**src/rtl/ccg_test_pkg.sv**
```systemverilog
// rtl/ccg_test_pkg.sv - shared types and constants for the CCG response analyzer
package ccg_test_pkg;

  localparam int          CCG_SIG_W = 16;
  localparam logic [15:0] CCG_POLY  = 16'h1021;

  typedef enum logic [1:0] {
    ST_IDLE,
    ST_APPLY,
    ST_CAPTURE,
    ST_DONE
  } ccg_state_t;

endpackage

```
**src/rtl/ccg_response_analyzer_if.sv**
```systemverilog
// rtl/ccg_response_analyzer_if.sv - control and CUT-facing signal bundle of the analyzer
interface ccg_response_analyzer_if
  import ccg_test_pkg::*;
#(
  parameter int N_IN  = 3,
  parameter int N_OUT = 10,
  parameter int SIG_W = CCG_SIG_W
);

  logic             start;
  logic [SIG_W-1:0] golden;
  logic [N_IN-1:0]  x;
  logic [N_OUT-1:0] f;
  logic             busy;
  logic             done;
  logic             pass;
  logic [SIG_W-1:0] signature;

  // analyzer side
  modport slave (
    input  start, golden, f,
    output x, busy, done, pass, signature
  );

  // controller / CUT side
  modport master (
    output start, golden, f,
    input  x, busy, done, pass, signature
  );

endinterface

```
**src/rtl/ccg_misr.sv**
```systemverilog
// rtl/ccg_misr.sv - multiple-input signature register compacting CUT responses
module ccg_misr
  import ccg_test_pkg::*;
#(
  parameter int SIG_W = CCG_SIG_W
) (
  input  logic             clk,
  input  logic             rst,
  input  logic             load,
  input  logic [SIG_W-1:0] seed,
  input  logic             en,
  input  logic [SIG_W-1:0] din,
  output logic [SIG_W-1:0] sig
);

  localparam logic [SIG_W-1:0] POLY = SIG_W'(CCG_POLY);

  // reset/load return to the seed; otherwise shift, fold in the feedback polynomial and the response
  always_ff @(posedge clk) begin
    if (rst) begin
      sig <= seed;
    end else if (load) begin
      sig <= seed;
    end else if (en) begin
      sig <= {sig[SIG_W-2:0], 1'b0} ^ (sig[SIG_W-1] ? POLY : '0) ^ din;
    end
  end

endmodule

```
**src/rtl/ccg_response_analyzer.sv**
```systemverilog
// rtl/ccg_response_analyzer.sv - exhaustive stimulus sequencer with MISR-based pass/fail check
module ccg_response_analyzer
  import ccg_test_pkg::*;
#(
  parameter int               N_IN   = 3,
  parameter int               N_OUT  = 10,
  parameter int               SIG_W  = CCG_SIG_W,
  parameter int               SETTLE = 1,
  parameter logic [SIG_W-1:0] SEED   = '0
) (
  input logic                    clk,
  input logic                    rst,
  ccg_response_analyzer_if.slave bus
);

  localparam logic [3:0]       SETTLE_LAST = 4'(SETTLE - 1);
  localparam logic [N_IN-1:0]  LAST_PAT    = '1;
  localparam logic [SIG_W-1:0] POLY        = SIG_W'(CCG_POLY);

  ccg_state_t       state;
  logic [N_IN-1:0]  x_q;
  logic [3:0]       settle_cnt;
  logic [SIG_W-1:0] golden_q;
  logic             busy_q;
  logic             done_q;
  logic             pass_q;

  logic [N_OUT-1:0] f_w;
  logic [SIG_W-1:0] din_ext;
  logic [SIG_W-1:0] sig;
  logic [SIG_W-1:0] sig_next;
  logic             accept;
  logic             capture;

  assign f_w     = bus.f;
  assign din_ext = SIG_W'(f_w);
  assign accept  = ((state == ST_IDLE) || (state == ST_DONE)) && bus.start;
  assign capture = (state == ST_CAPTURE);

  // signature the MISR will hold after this edge's capture, so pass can be registered together with done
  always_comb begin
    sig_next = {sig[SIG_W-2:0], 1'b0} ^ (sig[SIG_W-1] ? POLY : '0) ^ din_ext;
  end

  ccg_misr #(
    .SIG_W (SIG_W)
  ) u_misr (
    .clk  (clk),
    .rst  (rst),
    .load (accept),
    .seed (SEED),
    .en   (capture),
    .din  (din_ext),
    .sig  (sig)
  );

  // run sequencer: the pattern counter doubles as the stimulus vector, which stops at the last pattern
  always_ff @(posedge clk) begin
    if (rst) begin
      state      <= ST_IDLE;
      x_q        <= '0;
      settle_cnt <= '0;
      golden_q   <= '0;
      busy_q     <= 1'b0;
      done_q     <= 1'b0;
      pass_q     <= 1'b0;
    end else begin
      unique case (state)
        ST_IDLE, ST_DONE: begin
          if (bus.start) begin
            state      <= ST_APPLY;
            x_q        <= '0;
            settle_cnt <= '0;
            golden_q   <= bus.golden;
            busy_q     <= 1'b1;
            done_q     <= 1'b0;
            pass_q     <= 1'b0;
          end
        end
        ST_APPLY: begin
          if (settle_cnt == SETTLE_LAST) begin
            settle_cnt <= '0;
            state      <= ST_CAPTURE;
          end else begin
            settle_cnt <= settle_cnt + 4'd1;
          end
        end
        ST_CAPTURE: begin
          if (x_q == LAST_PAT) begin
            state  <= ST_DONE;
            busy_q <= 1'b0;
            done_q <= 1'b1;
            pass_q <= (sig_next == golden_q);
          end else begin
            x_q   <= x_q + N_IN'(1);
            state <= ST_APPLY;
          end
        end
        default: begin
          state <= ST_IDLE;
        end
      endcase
    end
  end

  assign bus.x         = x_q;
  assign bus.busy      = busy_q;
  assign bus.done      = done_q;
  assign bus.pass      = pass_q;
  assign bus.signature = sig;

endmodule
```
**src/flat_wrapper.sv**
```systemverilog
// flat-port wrapper written by rule: the top's interface ports become plain ports
module ccg_response_analyzer_flat import ccg_test_pkg::*;
#(
  parameter int               N_IN   = 3,
  parameter int               N_OUT  = 10,
  parameter int               SIG_W  = CCG_SIG_W,
  parameter int               SETTLE = 1,
  parameter logic [SIG_W-1:0] SEED   = '0
)
  (clk, rst, bus_start, bus_golden, bus_f, bus_x, bus_busy, bus_done, bus_pass, bus_signature);
  ccg_response_analyzer_if #(.N_IN(N_IN), .N_OUT(N_OUT), .SIG_W(SIG_W)) bus_i ();
  input logic clk;
  input logic rst;
  input wire logic [$bits(bus_i.start)-1:0] bus_start;
  input wire logic [$bits(bus_i.golden)-1:0] bus_golden;
  input wire logic [$bits(bus_i.f)-1:0] bus_f;
  output wire logic [$bits(bus_i.x)-1:0] bus_x;
  output wire logic [$bits(bus_i.busy)-1:0] bus_busy;
  output wire logic [$bits(bus_i.done)-1:0] bus_done;
  output wire logic [$bits(bus_i.pass)-1:0] bus_pass;
  output wire logic [$bits(bus_i.signature)-1:0] bus_signature;
  assign bus_i.start = bus_start;
  assign bus_i.golden = bus_golden;
  assign bus_i.f = bus_f;
  assign bus_x = bus_i.x;
  assign bus_busy = bus_i.busy;
  assign bus_done = bus_i.done;
  assign bus_pass = bus_i.pass;
  assign bus_signature = bus_i.signature;
  ccg_response_analyzer #(.N_IN(N_IN), .N_OUT(N_OUT), .SIG_W(SIG_W), .SETTLE(SETTLE), .SEED(SEED)) u_core (.clk(clk), .rst(rst), .bus(bus_i));
endmodule
```
**config.mk**
```make
export PLATFORM = sky130hd
export DESIGN_NAME = ccg_response_analyzer_flat
export DESIGN_NICKNAME = d
export VERILOG_FILES = /design/src/rtl/ccg_test_pkg.sv /design/src/rtl/ccg_response_analyzer_if.sv /design/src/rtl/ccg_misr.sv /design/src/rtl/ccg_response_analyzer.sv /design/src/flat_wrapper.sv
export SDC_FILE = /design/constraint.sdc
export NUM_CORES = 1
export LEC_CHECK = 0
export BUFFER_PORTS_ARGS = -buffer_cell sky130_fd_sc_hd__buf_2
export CAP_MARGIN = 20
export CORE_ASPECT_RATIO = 0.8
export CORE_MARGIN = 3
export CORE_UTILIZATION = 40
export CTS_CLUSTER_DIAMETER = 80
export DETAILED_ROUTE_END_ITERATION = 10
export GPL_ROUTABILITY_DRIVEN = 0
export PLACE_DENSITY = 0.67
export SETUP_SLACK_MARGIN = 0.15
export SYNTH_ARGS = -nofsm -noshare
export SYNTH_HDL_FRONTEND = slang
export SYNTH_SLANG_ARGS = --single-unit
export TNS_END_PERCENT = 5
```
**constraint.sdc**
```tcl
create_clock -name clk -period 2.28 [get_ports clk]
set_input_delay 0.456 -clock clk [delete_from_list [all_inputs] [get_ports clk]]
set_output_delay 0.456 -clock clk [all_outputs]
set_load 0.02 [all_outputs]
```
==> Word level (Yosys, flattened, before mapping) <==
Index checks and enable logic that the tools add are counted.
{ "totals": {"reg_bits": 44, "inputBits": 29, "output_inout_bits": 22, "elab_cells": 53} }
{ "op_classes": {"n_addsub": 2, "n_eq_ne": 9, "muxes": 19, "n_bitwise": 2, "reduce_logical": 13} }
{ "op_table": {"columns": ["op", "count"], "rows": [
  ["16-bit equality test", 1],
  ["16-bit by 10-bit bitwise XOR with 16-bit output", 1],
  ["16-bit by 13-bit bitwise XOR with 16-bit output", 1],
  ["13-bit two-way mux", 1],
  ["4-bit two-way mux", 2],
  ["4-bit case mux with 2 select lines", 1],
  ["2-bit two-way mux", 3],
  ["3-bit two-way mux", 2],
  ["2-bit inequality test, second input constant", 3],
  ["1-bit case mux with 2 select lines", 3],
  ["2-bit case mux with 3 select lines", 1],
  ["3-bit case mux with 2 select lines", 1],
  ["2-bit AND reduction", 3],
  ["3-bit AND reduction", 2],
  ["1-bit two-way mux", 5],
  ["4-bit by 1-bit adder with 4-bit output, second input constant", 1],
  ["2-bit equality test, second input constant", 2],
  ["4-bit logical NOT", 1],
  ["2-bit nonzero test", 2],
  ["2-bit OR reduction", 2],
  ["3-bit by 1-bit adder with 3-bit output, second input constant", 1],
  ["3-bit equality test, second input constant", 1],
  ["2-bit by 1-bit equality test with 1-bit output, second input constant", 1],
  ["2-bit logical NOT", 1],
  ["other kinds (3)", 3]
]} }

==> Longest topological paths before layout <==
{ "logic_depth": {"word_depth": 6, "ltp_mapped": 8, "depth_no_buf": 6} }

==> Hierarchy <==
A second synthesis with hierarchy kept.
{ "unflattened": {"cells_unflattened": 244, "area_unflattened_um2": 2417.3} }
{ "by_module_without_submodules": {"columns": ["module", "n_inst", "cells_per_inst", "area_per_inst_um2", "seq_area_each_um2"], "rows": [
  ["ccg_response_analyzer", 1, 174, 1520.2, 560.5],
  ["ccg_misr", 1, 70, 897.1, 480.5]
]} }

==> Worst setup path before layout <==
Ideal clock, no wire load.
{ "synth_path": {"path_kind": "register -> register", "start": "register u_core.x_q[0], in the netlist u_core.bus.x[0]", "end": "register u_core.pass_q, in the netlist u_core.bus.pass", "setup_time_ns": 0.059, "t_arrival_ns": 1.596, "required_ns": 2.221, "path_slack_ns": 0.625, "stages_incl_launch_ff": 8, "path_buffers": 1, "synth_period_minus_slack_ns": 1.655, "path_cell_list": "dfxtp_1 > ha_1 > ha_1 > clkbuf_1 > and3b_1 > nand4_1 > nor4_1 > a31o_1"} }
{ "synth_between": {"elab_chain_cells": 3} }
{ "synth_lines": {"columns": ["element", "line_no", "rtl"], "rows": [
  ["start, declared", "ccg_response_analyzer.sv:21", "logic [N_IN-1:0] x_q;"],
  ["start signal, assigned", "ccg_response_analyzer.sv:95", "x_q <= x_q + N_IN'(1);"],
  ["3-bit equality test", "ccg_response_analyzer.sv:89", "if (x_q == LAST_PAT) begin"],
  ["2-bit inequality test (no source line)", null, null],
  ["3-bit AND reduction (no source line)", null, null],
  ["end signal, assigned", "ccg_response_analyzer.sv:93", "pass_q <= (sig_next == golden_q);"],
  ["end, declared", "ccg_response_analyzer.sv:26", "logic pass_q;"]
]} }
Every way passes these cells.
A chain may end at the register's enable or synchronous reset.

==> Worst setup path in the final report <==
{ "layout_path": {"start": "register u_core.state[0]", "end": "register u_core.x_q[1], in the netlist u_core.bus.x[1]"} }
{ "layout_between": {"elab_chain_cells": 4, "elab_cells_between_ends": 9, "classes_between": "eq/ne (4); mux (1); reduce/logical (4)"} }
{ "layout_lines": {"columns": ["element", "line_no", "rtl"], "rows": [
  ["start, declared", "ccg_response_analyzer.sv:20", "ccg_state_t state;"],
  ["start signal, assigned", "ccg_response_analyzer.sv:60", "state <= ST_IDLE;"],
  ["start signal, assigned", "ccg_response_analyzer.sv:71", "state <= ST_APPLY;"],
  ["start signal, assigned", "ccg_response_analyzer.sv:83", "state <= ST_CAPTURE;"],
  ["2-bit equality test or 2-bit logical NOT (tied branches)", "ccg_response_analyzer.sv:68", "unique case (state)"],
  ["2-bit OR reduction", "ccg_response_analyzer.sv:68", null],
  ["2-bit inequality test (no source line) or 2-bit nonzero test (tied branches)", null, null],
  ["3-bit AND reduction (no source line)", null, null]
]} }
Parallel ways exist; a longest one is shown, timed or not.

==> results.sh <==
export IMPL_slew_headroom_pct=57.2
export IMPL_min_to="u_core.golden_q[14]"
export IMPL_core_area_mm2=0.00512
export IMPL_dpl_hpwl_mm=3.57
export IMPL_yosys_warnings=0
export IMPL_r2r_end="u_core.bus.x[1]"
export IMPL_critical_path_buf_inv_count=1
export IMPL_setup_viol=0
export IMPL_slowest_stage="mux2i_1"
export IMPL_initial_utilization_pct=42.3
export IMPL_seqPwrFrac_pct=49.5
export IMPL_port_buffers=50
export IMPL_cp_top_family="multiplexers"
export IMPL_insertion_delay_ps=290
export IMPL_num_antenna_cells=0
export IMPL_cts_root_buf="clkbuf_8"
export IMPL_irDropWorstVdd_mv=0.277
export IMPL_grtUsageTotal_pct=15.9
export IMPL_routedWlPerCell_um=13.5
export IMPL_p_leak_nw=1.01
export IMPL_area_delta_synth_final_pct=14.7
export IMPL_grt_overflow=0
export IMPL_cts_tree="done"
export IMPL_ant_nets=0
export IMPL_synth_top_cells_by_area="dfxtp_1, xnor2_1, nand2_1"
export IMPL_p_int_mw=1.23
export IMPL_drt_iter0_markers=76
export IMPL_fmax_mhz=549
export IMPL_via_count=1709
export IMPL_dieWidth_um=88.3
export IMPL_cp_end_kind="flop"
export IMPL_ys_flop_type="dfxtp_1"
export IMPL_r2r_start="u_core.state[0]"
export IMPL_dieArea_mm2=0.00635
export IMPL_hold_start="bus_golden[14]"
export IMPL_drive_above_1_share_pct=21.8
export IMPL_pin_count=51
export IMPL_grt_pass1_wl_mm=7.87
export IMPL_cts_setup_buffers=0
export IMPL_synth_cell_types=34
export IMPL_worstMarginPinSlew_ps=642
export IMPL_synth_top_area_share_pct=40.6
export IMPL_grt_max_degree=33
export IMPL_maxSlewViolCount=0
export IMPL_hold_class="in -> reg"
export IMPL_synth_nets=280
export IMPL_worst_path_largest_cell_delay_ps=470
export IMPL_path_clk_slew_ps=80
export IMPL_rsz0062_at_grt="false"
export IMPL_startpoint_type="flop"
export IMPL_postSynthRegisterBits=44
export IMPL_cts_buffer_depth=2
export IMPL_p_total_mw=1.76
export IMPL_power_density_mw_per_mm2=709
export IMPL_cts_hold_buf=0
export IMPL_async_flop_share_pct=0
export IMPL_avgSynthCellArea_um2=8.89
export IMPL_p_sw_mw=0.537
export IMPL_clock_skew_final_ps=8.05
export IMPL_yosysMostFrequentCell="dfxtp_1"
export IMPL_comb_power_share_pct=25.0
export IMPL_chipHeight_um=71.9
export IMPL_cts_buffers=5
export IMPL_setup_tns_ps=0
export IMPL_synth_edf_count=0
export IMPL_arrival_ps=2000
export IMPL_synth_area_mm2=0.00217
export IMPL_cts_resized_gates=0
export IMPL_yosys_top_cells_count="dfxtp_1, nand2_1, nor2_1"
export IMPL_cp_required_ps=2460
export IMPL_whs_path_depth=3
export IMPL_crit_chain="inv_1, ha_1, mux2i_1, o21ai_0, a22oi_1, nor2_1"
export IMPL_grt_antenna_before_repair=0
export IMPL_p_sw_share_pct=30.4
export IMPL_drc_errors=0
export IMPL_row_count=23
export IMPL_viasPerCell=4.94
export IMPL_crit_type="reg -> reg"
export IMPL_h_tree_depth=2
export IMPL_wirelength_mm=4.68
export IMPL_final_nets=320
export IMPL_hold_violations=0
export IMPL_fin_crit_sh_pct=79.8
export IMPL_status="complete, no violations"
export IMPL_grt_pass1_vias=1590
export IMPL_placement_cell_area_mm2=0.00241
export IMPL_crit_fanout=7
export IMPL_period_minus_slack_ps=1820
export IMPL_pwr_share_clk_pct=25.5
export IMPL_synth_top_area_cell="dfxtp_1"
export IMPL_stdcell_area_mm2=0.00249
export IMPL_seq_area_frac_synth_pct=40.6
export IMPL_drv_cap=0
export IMPL_r2r_setup_slack_ps=460
export IMPL_cts_sinks=44
export IMPL_synth_cells=244
export IMPL_final_util_pct=48.6
export IMPL_reg2reg_depth=6
export IMPL_first_pass_iters=4
[layer usage]
metal	routed length (um)	global-route usage (%)	share of wire [%]	vias up
met4	25	3.52	0.53	0
met2	2030	22.2	43	38
met3	222	4.14	4.7	2
met1	2410	24.4	51	780
li1	-	-	-	889
met5	0	0	0	-
[per-stage QoR]
step | setup WS (ps) | std cells | hold WS (ps)
after detailed placement | 480 | 339 | 457
after floorplan | 625 | 244 | 437
after global placement | 545 | 339 | 446
final | 460 | 346 | 400
after global routing | 296 | 346 | 399
after CTS | 455 | 346 | 394
[layout by cell type, fill, tap and decap left out]
cell / count
nand4_1: 3
and3b_1: 1
nand2_2: 1
inv_1: 6
clkbuf_1: 1
nor3b_1: 2
buf_2: 50
clkinv_2: 1
a22oi_1: 1
xnor3_2: 1
clkbuf_8: 5
mux2i_1: 8
a211oi_1: 10
buf_4: 3
nor3_1: 2
o21ai_0: 6
o21bai_1: 1
a21oi_1: 24
a31o_1: 1
nand3_1: 2
mux2_2: 1
xnor3_1: 5
nor2_1: 25
nand2b_1: 3
or3_1: 1
and2_1: 3
dfxtp_1: 44
a32oi_1: 1
ha_1: 7
nor4_1: 2
nor2b_1: 1
a2bb2oi_1: 1
nand2_1: 37
xnor2_1: 24
[cell families (layout without fill, tap and decap cells)]
| group | count (synthesis) | after routing | share of synthesized area (%) |
|---|---|---|---|
| xor+xnor | 30 | 30 | 16.0 |
| compound gates | 45 | 45 | 12.3 |
| simple gates | 83 | 83 | 16.8 |
| mux | 9 | 9 | 4.21 |
| fa+ha+maj | 7 | 7 | 4.04 |
| buf+inv | 26 | 66 | 6.06 |
| flops | 44 | 44 | 40.6 |
[sequential cells by signal (all words and copies together), names as in the netlist]
name and cells:
u_core.bus.done 1, u_core.settle_cnt 4, u_core.state 2, u_core.bus.busy 1, u_core.golden_q 16, u_core.u_misr.sig 16, u_core.bus.pass 1, u_core.bus.x 3
[worst register-to-register path: stages, from the launching register on]
cell     delay (ps)
dfxtp_1         370
inv_1            70
ha_1            420
mux2i_1         470
o21ai_0         170
a22oi_1         150
nor2_1           50
[area by class of cell]
cell class	instances	area, um^2
multi-input combinational	174	1160
fill	488	2640
sequential	44	881
clock inverter	1	5.00
timing repair buffer	53	273
inverter	6	22.5
tap	62	77.6
clock buffer	6	72.6
[power groups by stage]
stage          Clock [mW]  Combinational, mW  Sequential, mW
2_1_floorplan           0              0.327           0.893
3_3_place_gp            0              0.433           0.888
3_5_place_dp            0              0.443           0.890
4_1_cts             0.469              0.445           0.872
5_1_grt             0.495              0.496           0.881
6_report            0.450              0.441           0.872
[worst max path at each step]
stage / from / to / slack [ps] / cells past startpoint
after floorplan: u_core.bus.x[0] / u_core.bus.pass / 630 / 7
after global placement: u_core.state[0] / u_core.bus.x[1] / 550 / 6
after detailed placement: u_core.state[0] / u_core.bus.x[1] / 480 / 6
after CTS: u_core.state[0] / u_core.bus.x[1] / 450 / 6
after global routing: u_core.state[0] / u_core.golden_q[13] / 300 / 5
final: u_core.state[0] / u_core.bus.x[1] / 460 / 6
Power figures use the tool's default switching activity.
